--- src/rtl/detection_pkg.sv ---
// rtl/detection_pkg.sv - shared constants for the detection centroid block
// Purpose: FSM state encodings, default frame geometry, accumulator/divider
//          width and the direction-enable bit positions.
// Ports:   none (package)
package detection_pkg;

  localparam int ACC_W          = 28;
  localparam int H_ACTIVE_DEF   = 640;
  localparam int V_ACTIVE_DEF   = 480;
  localparam int MIN_PIXELS_DEF = 16;

  localparam logic [1:0] ST_ACCUM = 2'd0;
  localparam logic [1:0] ST_DIV_X = 2'd1;
  localparam logic [1:0] ST_DIV_Y = 2'd2;
  localparam logic [1:0] ST_DONE  = 2'd3;

  localparam int EN_LEFT  = 0;
  localparam int EN_RIGHT = 1;
  localparam int EN_UP    = 2;
  localparam int EN_DOWN  = 3;

endpackage

--- src/rtl/detection_centroid_seq_divider.sv ---
// rtl/detection_centroid_seq_divider.sv - restoring divider, one quotient bit per cycle
// Purpose: W-bit unsigned restoring division, MSB first, exactly W cycles.
// Ports:
//   clk, reset          clock, synchronous active-high reset
//   start               load dividend/divisor (has priority over a running step)
//   dividend, divisor   operands sampled on start
//   done                high in the cycle that produces the final quotient bit
//   quotient            low OUT_W bits of the quotient as it stands after this cycle
module seq_divider #(
  parameter int W     = 28,
  parameter int OUT_W = 11
) (
  input  logic             clk,
  input  logic             reset,
  input  logic             start,
  input  logic [W-1:0]     dividend,
  input  logic [W-1:0]     divisor,
  output logic             done,
  output logic [OUT_W-1:0] quotient
);

  localparam int CW = $clog2(W + 1);
  localparam logic [CW-1:0] STEPS = CW'(W);

  logic [W-1:0]  quo_q, quo_d;
  logic [W-1:0]  rem_q, rem_d;
  logic [W-1:0]  dvs_q, dvs_d;
  logic [CW-1:0] cnt_q, cnt_d;

  logic [W:0]    trial;
  logic          ge;
  logic [W-1:0]  rem_step;
  logic [W-1:0]  quo_step;

  always_comb begin
    // The remainder is always below the divisor, so the W-bit difference is exact.
    trial    = {rem_q, quo_q[W-1]};
    ge       = trial >= {1'b0, dvs_q};
    rem_step = ge ? (trial[W-1:0] - dvs_q) : trial[W-1:0];
    quo_step = {quo_q[W-2:0], ge};

    quo_d = quo_q;
    rem_d = rem_q;
    dvs_d = dvs_q;
    cnt_d = cnt_q;
    if (start) begin
      quo_d = dividend;
      rem_d = '0;
      dvs_d = divisor;
      cnt_d = STEPS;
    end else if (cnt_q != '0) begin
      quo_d = quo_step;
      rem_d = rem_step;
      cnt_d = cnt_q - 1'b1;
    end

    done     = (cnt_q == CW'(1));
    quotient = quo_step[OUT_W-1:0];
  end

  always_ff @(posedge clk) begin
    if (reset) begin
      quo_q <= '0;
      rem_q <= '0;
      dvs_q <= '0;
      cnt_q <= '0;
    end else begin
      quo_q <= quo_d;
      rem_q <= rem_d;
      dvs_q <= dvs_d;
      cnt_q <= cnt_d;
    end
  end

endmodule

--- src/rtl/detection_centroid.sv ---
// rtl/detection_centroid.sv - per-frame centroid of colour-matched pixels
// Purpose: accumulate matched pixel coordinates over a frame, divide at vsync
//          fall and publish centroid, count, found flag and direction enables.
// Ports:
//   CLK, Reset          clock, synchronous active-high reset
//   X, Y, pix_en        pixel position and strobe
//   match_in            colour-match flag for the current pixel
//   VGA_VS              vertical sync (active low); its falling edge ends a frame
//   run                 1 = tracking, 0 = calibration (no accumulation)
//   centroid_x/_y       last computed centroid
//   pixel_count         matched pixels in the last completed frame
//   found               last frame met MIN_PIXELS
//   centroid_valid      one-cycle pulse when the outputs update
//   busy                divider running
//   overrun             one-cycle pulse when a frame end is dropped
//   enable              left/right/up/down flags from the centroid
module detection_centroid
  import detection_pkg::*;
#(
  parameter int H_ACTIVE   = H_ACTIVE_DEF,
  parameter int V_ACTIVE   = V_ACTIVE_DEF,
  parameter int MIN_PIXELS = MIN_PIXELS_DEF
) (
  input  logic        CLK,
  input  logic        Reset,
  input  logic [10:0] X,
  input  logic [10:0] Y,
  input  logic        pix_en,
  input  logic        match_in,
  input  logic        VGA_VS,
  input  logic        run,
  output logic [10:0] centroid_x,
  output logic [10:0] centroid_y,
  output logic [20:0] pixel_count,
  output logic        found,
  output logic        centroid_valid,
  output logic        busy,
  output logic        overrun,
  output logic [3:0]  enable
);

  localparam logic [10:0] H_LIM   = 11'(H_ACTIVE);
  localparam logic [10:0] V_LIM   = 11'(V_ACTIVE);
  localparam logic [10:0] H_HALF  = 11'(H_ACTIVE / 2);
  localparam logic [10:0] V_HALF  = 11'(V_ACTIVE / 2);
  localparam logic [20:0] MIN_CNT = 21'(MIN_PIXELS);

  logic             vs_d_q, vs_d_d;
  logic [1:0]       state_q, state_d;
  logic [ACC_W-1:0] sum_x_q, sum_x_d, sum_y_q, sum_y_d;
  logic [20:0]      cnt_q, cnt_d;
  logic [ACC_W-1:0] snap_y_q, snap_y_d;
  logic [20:0]      snap_cnt_q, snap_cnt_d;
  logic             divided_q, divided_d;
  logic [10:0]      qx_q, qx_d, qy_q, qy_d;
  logic [10:0]      cx_q, cx_d, cy_q, cy_d;
  logic [20:0]      pc_q, pc_d;
  logic             found_q, found_d;
  logic             valid_q, valid_d;
  logic             busy_q, busy_d;
  logic             ovr_q, ovr_d;
  logic [3:0]       en_q, en_d;

  logic             frame_end;
  logic             qual;
  logic [ACC_W-1:0] x_ext, y_ext;
  logic             div_start;
  logic [ACC_W-1:0] div_dividend, div_divisor;
  logic             div_done;
  logic [10:0]      div_quotient;

  seq_divider #(.W(ACC_W), .OUT_W(11)) u_div (
    .clk      (CLK),
    .reset    (Reset),
    .start    (div_start),
    .dividend (div_dividend),
    .divisor  (div_divisor),
    .done     (div_done),
    .quotient (div_quotient)
  );

  always_comb begin
    frame_end = vs_d_q & ~VGA_VS;
    qual      = pix_en & match_in & run & (X < H_LIM) & (Y < V_LIM);
    x_ext     = {{(ACC_W-11){1'b0}}, X};
    y_ext     = {{(ACC_W-11){1'b0}}, Y};

    vs_d_d     = VGA_VS;
    state_d    = state_q;
    sum_x_d    = sum_x_q;
    sum_y_d    = sum_y_q;
    cnt_d      = cnt_q;
    snap_y_d   = snap_y_q;
    snap_cnt_d = snap_cnt_q;
    divided_d  = divided_q;
    qx_d       = qx_q;
    qy_d       = qy_q;
    cx_d       = cx_q;
    cy_d       = cy_q;
    pc_d       = pc_q;
    found_d    = found_q;
    valid_d    = 1'b0;
    busy_d     = busy_q;
    ovr_d      = 1'b0;
    en_d       = en_q;

    div_start    = 1'b0;
    div_dividend = sum_x_q;
    div_divisor  = {{(ACC_W-21){1'b0}}, cnt_q};

    // Accumulators restart at every frame end regardless of FSM state, and a
    // qualifying pixel on that same cycle belongs to the new frame.
    if (frame_end) begin
      sum_x_d = qual ? x_ext : '0;
      sum_y_d = qual ? y_ext : '0;
      cnt_d   = qual ? 21'd1 : 21'd0;
    end else if (qual) begin
      sum_x_d = sum_x_q + x_ext;
      sum_y_d = sum_y_q + y_ext;
      cnt_d   = (cnt_q == '1) ? cnt_q : cnt_q + 21'd1;
    end

    if (frame_end && (state_q != ST_ACCUM)) begin
      ovr_d = 1'b1;
    end

    case (state_q)
      ST_ACCUM: begin
        if (frame_end) begin
          snap_y_d   = sum_y_q;
          snap_cnt_d = cnt_q;
          if (cnt_q >= MIN_CNT) begin
            divided_d = 1'b1;
            div_start = 1'b1;
            busy_d    = 1'b1;
            state_d   = ST_DIV_X;
          end else begin
            divided_d = 1'b0;
            state_d   = ST_DONE;
          end
        end
      end
      ST_DIV_X: begin
        // Capture X's quotient on its final step and restart on Y in the same cycle.
        if (div_done) begin
          qx_d         = div_quotient;
          div_start    = 1'b1;
          div_dividend = snap_y_q;
          div_divisor  = {{(ACC_W-21){1'b0}}, snap_cnt_q};
          state_d      = ST_DIV_Y;
        end
      end
      ST_DIV_Y: begin
        if (div_done) begin
          qy_d    = div_quotient;
          state_d = ST_DONE;
        end
      end
      default: begin
        pc_d    = snap_cnt_q;
        valid_d = 1'b1;
        busy_d  = 1'b0;
        state_d = ST_ACCUM;
        if (divided_q) begin
          cx_d              = qx_q;
          cy_d              = qy_q;
          found_d           = 1'b1;
          en_d[EN_LEFT]     = qx_q < H_HALF;
          en_d[EN_RIGHT]    = qx_q >= H_HALF;
          en_d[EN_UP]       = qy_q < V_HALF;
          en_d[EN_DOWN]     = qy_q >= V_HALF;
        end else begin
          found_d = 1'b0;
          en_d    = 4'b0000;
        end
      end
    endcase
  end

  always_ff @(posedge CLK) begin
    if (Reset) begin
      vs_d_q     <= 1'b1;
      state_q    <= ST_ACCUM;
      sum_x_q    <= '0;
      sum_y_q    <= '0;
      cnt_q      <= '0;
      snap_y_q   <= '0;
      snap_cnt_q <= '0;
      divided_q  <= 1'b0;
      qx_q       <= '0;
      qy_q       <= '0;
      cx_q       <= '0;
      cy_q       <= '0;
      pc_q       <= '0;
      found_q    <= 1'b0;
      valid_q    <= 1'b0;
      busy_q     <= 1'b0;
      ovr_q      <= 1'b0;
      en_q       <= '0;
    end else begin
      vs_d_q     <= vs_d_d;
      state_q    <= state_d;
      sum_x_q    <= sum_x_d;
      sum_y_q    <= sum_y_d;
      cnt_q      <= cnt_d;
      snap_y_q   <= snap_y_d;
      snap_cnt_q <= snap_cnt_d;
      divided_q  <= divided_d;
      qx_q       <= qx_d;
      qy_q       <= qy_d;
      cx_q       <= cx_d;
      cy_q       <= cy_d;
      pc_q       <= pc_d;
      found_q    <= found_d;
      valid_q    <= valid_d;
      busy_q     <= busy_d;
      ovr_q      <= ovr_d;
      en_q       <= en_d;
    end
  end

  assign centroid_x     = cx_q;
  assign centroid_y     = cy_q;
  assign pixel_count    = pc_q;
  assign found          = found_q;
  assign centroid_valid = valid_q;
  assign busy           = busy_q;
  assign overrun        = ovr_q;
  assign enable         = en_q;

endmodule

--- config.mk ---
export PLATFORM = sky130hd
export DESIGN_NAME = detection_centroid
export DESIGN_NICKNAME = d
export VERILOG_FILES = /design/src/rtl/detection_pkg.sv /design/src/rtl/detection_centroid_seq_divider.sv /design/src/rtl/detection_centroid.sv
export SDC_FILE = /design/constraint.sdc
export NUM_CORES = 1
export LEC_CHECK = 0
export BUFFER_PORTS_ARGS = -buffer_cell sky130_fd_sc_hd__clkbuf_2
export CELL_PAD_IN_SITES_DETAIL_PLACEMENT = 0
export CELL_PAD_IN_SITES_GLOBAL_PLACEMENT = 2
export CORE_MARGIN = 2
export CORE_UTILIZATION = 25
export CTS_CLUSTER_SIZE = 12
export DETAILED_ROUTE_END_ITERATION = 10
export HOLD_SLACK_MARGIN = 0.12
export PLACE_DENSITY_LB_ADDON = 0.1
export SLEW_MARGIN = 20
export SYNTH_ARGS = -nofsm -noshare
export SYNTH_HDL_FRONTEND = slang
export SYNTH_SLANG_ARGS = --single-unit
--- constraint.sdc ---
create_clock -name CLK -period 2.6 [get_ports CLK]
set_input_delay 0.39 -clock CLK [delete_from_list [all_inputs] [get_ports CLK]]
set_output_delay 0.39 -clock CLK [all_outputs]
set_load 0.005 [all_outputs]
==> results of run 1 <==
==> cells by family after synthesis <==
logic type,synth area share [%]
muxes,2.164
buffers and inverters,4.525
xor gates and xnor gates,4.651
adders and majority gates,5.100
DFF,40.94
AOI/OAI and AO/OA,18.25
and+or+nand+nor,24.37
==> through the flow <==
stage          total power, W  instances  hold slack [ns]
2_1_floorplan        0.008886       1785           0.4321
3_3_place_gp          0.01124       2663           0.4459
3_5_place_dp          0.01120       2663           0.4428
4_1_cts               0.01746       2747           0.1229
5_1_grt               0.01904       2752           0.1429
6_report              0.01786       2752           0.1486
==> timing repair <==
| action | CTS | global route |
|---|---|---|
| gates resized for setup | 73 | 89 |
| hold buffers | 10 | 0 |
| hold endpoints to repair | 10 | 0 |
| endpoints found under the setup margin | 41 | 64 |
| cloned | 3 | 1 |
| pin swaps | 29 | 48 |
| buffers inserted | 6 | 7 |
==> power by group through the flow <==
stage | Sequential, W | Clock [W] | Combinational, W
6_report | 0.00496 | 0.00517 | 0.00772
5_1_grt | 0.00501 | 0.00553 | 0.00849
4_1_cts | 0.00495 | 0.00540 | 0.00711
3_5_place_dp | 0.00501 | 0 | 0.00620
3_3_place_gp | 0.00501 | 0 | 0.00624
2_1_floorplan | 0.00492 | 0 | 0.00396
==> cell usage after synthesis, types with 3 or more instances <==
cell and instances:
a311oi_1 18, xnor2_1 39, o2111ai_1 4, a21oi_1 202, fa_1 3, clkbuf_1 88, o21a_1 8, or2_2 5
buf_1 15, nand3_1 64, a22oi_1 11, and2_1 8, a31oi_1 8, a21o_1 11, nand2b_1 8, ha_1 52
nor3b_1 5, xor2_1 35, a41o_1 3, o31a_1 3, dfxtp_1 285, nand3b_1 3, a211oi_1 31, and3_1 16
or3_1 16, mux2i_1 29, and4_1 10, o21bai_1 6, nor2b_1 6, nor2_1 193, nand4_1 24, o21ai_0 48
nor3_1 32, nor4_1 12, inv_1 45, o211ai_1 37, nand2_1 362
==> final timing paths <==
kind / end / slack (ns) / cells past startpoint
max: u_div.rem_q[12] / 0.04 / 12
min: sum_y_q[5] / 0.15 / 3
max reg2reg: u_div.rem_q[12] / 0.04 / 12
min reg2reg: u_div.quo_q[9] / 0.45 / 2
==> worst max-delay path: cells and delay by family, from the launching register on <==
kind	cells	cell delay [ns]
AOI/OAI and AO/OA	4	0.98
xor gates and xnor gates	1	0.15
adders and majority gates	2	0.34
buffers and inverters	2	0.22
DFF	1	0.30
and+or+nand+nor	3	0.47
==> area by class of cell <==
type                            count  share of cell area (%)
Sequential cell                   285                   31.23
Multi-Input combinational cell   1345                   45.26
Timing Repair Buffer              263                   10.83
Inverter                           45                  0.9347
Tap cell                          748                   5.103
Clock inverter                     12                  0.6823
Clock buffer                       54                   5.956
==> flip-flops by register name, indices dropped and copies added, names as in the netlist, 21 cells and up <==
name and cells:
snap_y_q 28, sum_x_q 28, sum_y_q 28, u_div.quo_q 28, u_div.rem_q 28, cnt_q 21
pixel_count 21, snap_cnt_q 21, u_div.dvs_q 21
==> layout by cell type, fill, tap and decap left out, drive strengths merged, types with 3 or more instances in the layout <==
master	Yosys	routed
a211oi	31	31
a21o	11	11
a21oi	202	202
a22oi	11	11
a311oi	18	18
a31oi	8	8
a41o	3	3
and2	8	8
and3	16	16
and4	10	10
buf	22	175
clkbuf	88	131
clkinv	0	10
dfxtp	285	285
dlygate4sd3	0	10
fa	3	3
ha	52	52
inv	45	46
mux2i	29	29
nand2	363	363
nand2b	8	8
nand3	64	64
nand3b	3	3
nand4	24	24
nor2	193	193
nor2b	6	6
nor3	32	32
nor3b	5	5
nor4	13	13
o2111ai	4	4
o211ai	37	37
o21a	8	8
o21ai	49	49
o21bai	6	6
o31a	3	3
or2	5	5
or3	16	16
xnor2	39	39
xor2	35	35
==> metal layers <==
metal	GRT usage (%)	up-vias	part of all wire [%]
li1	-	6603	-
met1	24.66	6177	52
met2	25.51	158	43
met3	2.400	48	3.1
met4	3.971	0	1.7
met5	0	-	0
==> impl_metrics.py, run 1 <==
metrics = {
    "run_status": {
        "status": "completed",
    },
    "worst_setup_path": {
        "cp_data_required_time_ns": 3.04,
        "worstPathMaxFanout": 3,
        "startpoint_type": "flip-flop",
        "crit_chain": "inv_2, ha_4, fa_2, nor2b_2, o31a_1, o311a_4, buf_4, or3_4, a21oi_2, xor2_1, o21a_1, nor3_2",
        "criticalPathCategory": "reg -> reg",
        "cp_slowest_cell": "or3_4",
        "slowest_delay_ns": 0.38,
        "critPathArrivalTime_ns": 3.01,
        "crit_start": "u_div.quo_q[27]",
        "r2r_start": "u_div.quo_q[27]",
        "crit_path_end_kind": "flip-flop",
    },
    "sta": {
        "tightest_slew_ns": 0.7714,
        "slew_headroom_pct": 48.58,
        "fin_ws_ns": 0.03741,
        "max_freq_ghz": 0.3902,
        "setup_viol": 0,
        "tns_ns": 0,
        "hold_violations": 0,
        "skew_ns": 0.02319,
        "grt_setup_unrepaired": "yes",
        "final_max_slew_viol_count": 0,
        "min_period_ns": 2.563,
        "fin_crit_sh_pct": 98.56,
    },
    "logic_synthesis": {
        "synth_top_area_share_pct": 40.94,
        "ys.warnings.count": 0,
        "syn_inst": 1785,
        "synth_area_per_cell_um2": 7.807,
        "synth_cell_types": 69,
        "synth_edf_count": 0,
        "synthesis.area_um2": 13930,
        "synth_flop_cell": "dfxtp_1",
        "syn_nets": 1868,
        "synth-seq-cells": 285,
        "seq_area_frac_synth_pct": 40.94,
        "yosys.area.top_type": "dfxtp_1",
        "ys_async_sr_fraction_pct": 0,
        "ys_top_cells_by_area": "dfxtp_1, nand2_1, a21oi_1",
    },
    "clock_network": {
        "root_buffer": "clkbuf_16",
        "cts_tree": "done",
        "clk_pin_slew_ns": 0.06,
        "h-tree-depth": 2,
        "insertion_delay_ns": 0.57,
        "clockBufferDepth": 3,
        "numCtsBuffers": 39,
        "clock_sinks": 285,
    },
    "layout": {
        "num_antenna_cells": 0,
        "multiInputGateArea_um2": 8300,
        "areaGrowthSynthToFinish_pct": 31.61,
        "fin_nets": 2062,
        "stdcell_area_um2": 18340,
        "n_fill_cell": 5941,
        "regArea_um2": 5727,
        "final_util_pct": 33.29,
        "drive_above_1_share_pct": 22.31,
    },
    "global_route": {
        "grt_max_degree": 64,
        "grt_pass1_vias": 12760,
        "grt_pass1_wl_um": 74950,
        "antenna_found_initial": 0,
        "grt.total_usage_pct": 16.74,
        "overflow": 0,
    },
    "pwr": {
        "leakagePower_nw": 6.890,
        "power.net_switching_w": 0.006576,
        "intPower_w": 0.01128,
        "combPwrFrac_pct": 43.2,
        "ir_drop_uv": 511.4,
        "p_seq_share_pct": 27.8,
        "p_per_area_nw_per_um2": 973.9,
        "sw_frac_of_total_pct": 36.82,
        "power_frac_clock_pct": 29.0,
    },
    "placed_design": {
        "dp_slack_ns": -0.3478,
        "place_area_um2": 16150,
        "place.port_buffers": 78,
        "routabilityCongestion": 0.7704,
        "dp_hpwl_um": 33910,
    },
    "drt": {
        "drc": 0,
        "avgRoutedWirePerCell_um": 17.55,
        "drtIter0Drc": 629,
        "wl_um": 48300,
        "final_antenna_net_count": 0,
        "viasPerCell": 4.719,
        "firstDrtPassIters": 5,
        "vias": 12990,
    },
    "floorplanning": {
        "placementRows": 86,
        "boundaryPins": 79,
        "die_w_um": 240.1,
        "core_um2": 55090,
        "die_area_um2": 57640,
        "fp.dieH_um": 240.1,
        "start_util_pct": 25.29,
    },
    "hold_path": {
        "hp-class": "in -> reg",
        "min_from": "Y[5]",
    },
    "flow_run": {
        "drv_cap": 0,
    },
}
Power figures use the tool's default switching activity.
==> run 2: changes to the inputs <==
Settings changed: RECOVER_POWER set to 50, SLEW_MARGIN 20 to not set.
==> impl_metrics.py, run 2 (synthesis results as in run 1) <==
metrics = {
    "sta": {
        "fin_ws_ns": 0.03753,
        "hold_slack_ns": 0.1484,
        "fin_crit_sh_pct": 98.56,
        "slew_headroom_pct": -1.284,
        "max_freq_ghz": 0.3902,
        "tightest_slew_ns": 1.519,
        "grt_setup_unrepaired": "yes",
        "tns_ns": 0,
        "hold_violations": 0,
        "final_max_slew_viol_count": 64,
        "skew_ns": 0.02437,
        "min_period_ns": 2.562,
        "setup_viol": 0,
    },
    "worst_setup_path": {
        "startpoint_type": "flip-flop",
        "criticalPathCategory": "reg -> reg",
        "cp_data_required_time_ns": 3.04,
        "crit_path_end_kind": "flip-flop",
        "critPathArrivalTime_ns": 3.00,
        "worstPathMaxFanout": 3,
    },
    "placed_design": {
        "dp_slack_ns": -0.3478,
        "place_area_um2": 16150,
        "place.port_buffers": 78,
        "dp_hpwl_um": 33910,
        "dpl.cell_count": 2663,
        "routabilityCongestion": 0.7704,
    },
    "hold_path": {
        "hp-class": "in -> reg",
    },
    "layout": {
        "layout_common_cells": "nand2_1, dfxtp_1, nor2_1, a21oi_1, buf_4",
        "num_antenna_cells": 0,
        "layout_commonest_cell": "nand2_1",
        "stdcell_area_um2": 18270,
        "areaGrowthSynthToFinish_pct": 31.14,
        "fin_cells": 2752,
        "drive_above_1_share_pct": 20.41,
        "fin_nets": 2062,
    },
    "drt": {
        "firstDrtPassIters": 5,
        "drtIter0Drc": 649,
        "vias": 13020,
        "final_antenna_net_count": 0,
        "viasPerCell": 4.730,
        "drc": 0,
        "wl_um": 48350,
        "avgRoutedWirePerCell_um": 17.57,
    },
    "run_status": {
        "status": "finished with violations",
        "violations": "max-capacitance violations, max-slew violations",
    },
    "clock_network": {
        "cts_tree": "done",
        "clock_sinks": 285,
        "clockBufferDepth": 3,
        "root_buffer": "clkbuf_16",
        "numCtsBuffers": 39,
        "clk_pin_slew_ns": 0.06,
        "insertion_delay_ns": 0.57,
        "h-tree-depth": 2,
    },
    "floorplanning": {
        "boundaryPins": 79,
        "fp.dieH_um": 240.1,
        "core_um2": 55090,
        "placementRows": 86,
        "start_util_pct": 25.29,
        "die_area_um2": 57640,
        "die_w_um": 240.1,
    },
    "global_route": {
        "grt.total_usage_pct": 16.74,
        "overflow": 0,
        "grt_max_degree": 64,
        "grt_pass1_wl_um": 74950,
        "grt_pass1_vias": 12760,
        "antenna_found_initial": 0,
    },
    "pwr": {
        "ir_drop_uv": 511.0,
        "leakagePower_nw": 6.756,
        "p_per_area_nw_per_um2": 976.1,
    },
    "flow_run": {
        "drv_cap": 1,
    },
}
==> run 2: cell types whose count changed in the layout (fill, tap and decap cells not counted) <==
cell      previous run  this run
and2_0               0         1
and2_1               7         6
buf_1                0         5
buf_4              156       151
buf_6                7         6
clkbuf_1             9        41
clkbuf_2            77        45
clkbuf_4             0         1
nand2_1            357       358
nand2_2              5         4
==> run 2: final timing paths <==
path | startpoint | to | slack (ns) | cells after the start
setup / recovery | u_div.quo_q[27] | u_div.rem_q[12] | 0.04 | 12
hold / removal | Y[5] | sum_y_q[5] | 0.15 | 3
setup reg to reg | u_div.quo_q[27] | u_div.rem_q[12] | 0.04 | 12
hold reg to reg | snap_y_q[9] | u_div.quo_q[9] | 0.45 | 2
==> run 2: cell type report <==
cell class	count	area, µm²
Clock inverter	12	125.1
Sequential cell	285	5727
Tap cell	748	935.9
Clock buffer	54	1092
Inverter	45	171.4
Timing Repair Buffer	263	1924
Fill cell	5954	36820
Multi-Input combinational cell	1345	8298
==> run 2: repair_timing <==
item | 4_1_cts | 5_1_grt
endpoints found under the hold margin | 10 | 0
gates resized for setup | 73 | 89
setup buffers | 6 | 7
pin swaps | 29 | 48
gates cloned | 3 | 1
hold buffers | 10 | 0
endpoints found under the setup margin | 41 | 64
==> run 2: critical path, cell delays in order, from the launching register on <==
cell	delay, ns
dfxtp_1	0.30
inv_2	0.07
ha_4	0.14
fa_2	0.20
nor2b_2	0.05
o31a_1	0.30
o311a_4	0.36
buf_4	0.15
or3_4	0.38
a21oi_2	0.15
xor2_1	0.15
o21a_1	0.17
nor3_2	0.04
==> run 2: through the flow <==
step                      total power (W)  util, %
after floorplan                  0.008886        -
after global placement            0.01124    29.32
after detailed placement          0.01120    29.32
after CTS                         0.01746    32.61
after global routing              0.01903    33.17
final                             0.01784    33.17
==> run 2: power by group <==
group / leakage [nW] / internal, W / switching [W]
Combinational: 3.84 / 0.00357 / 0.00413
Sequential: 2.31 / 0.00467 / 0.000298
Clock: 0.603 / 0.00304 / 0.00213
==> run 2: per-layer routing <==
metal  GRT usage (%)  vias up  routed length (µm)
met3           2.400       45                1545
met5               0        -                   0
li1                -     6610                   -
met2           25.51      164               20820
met1           24.66     6198               25150
met4           3.971        0                 836
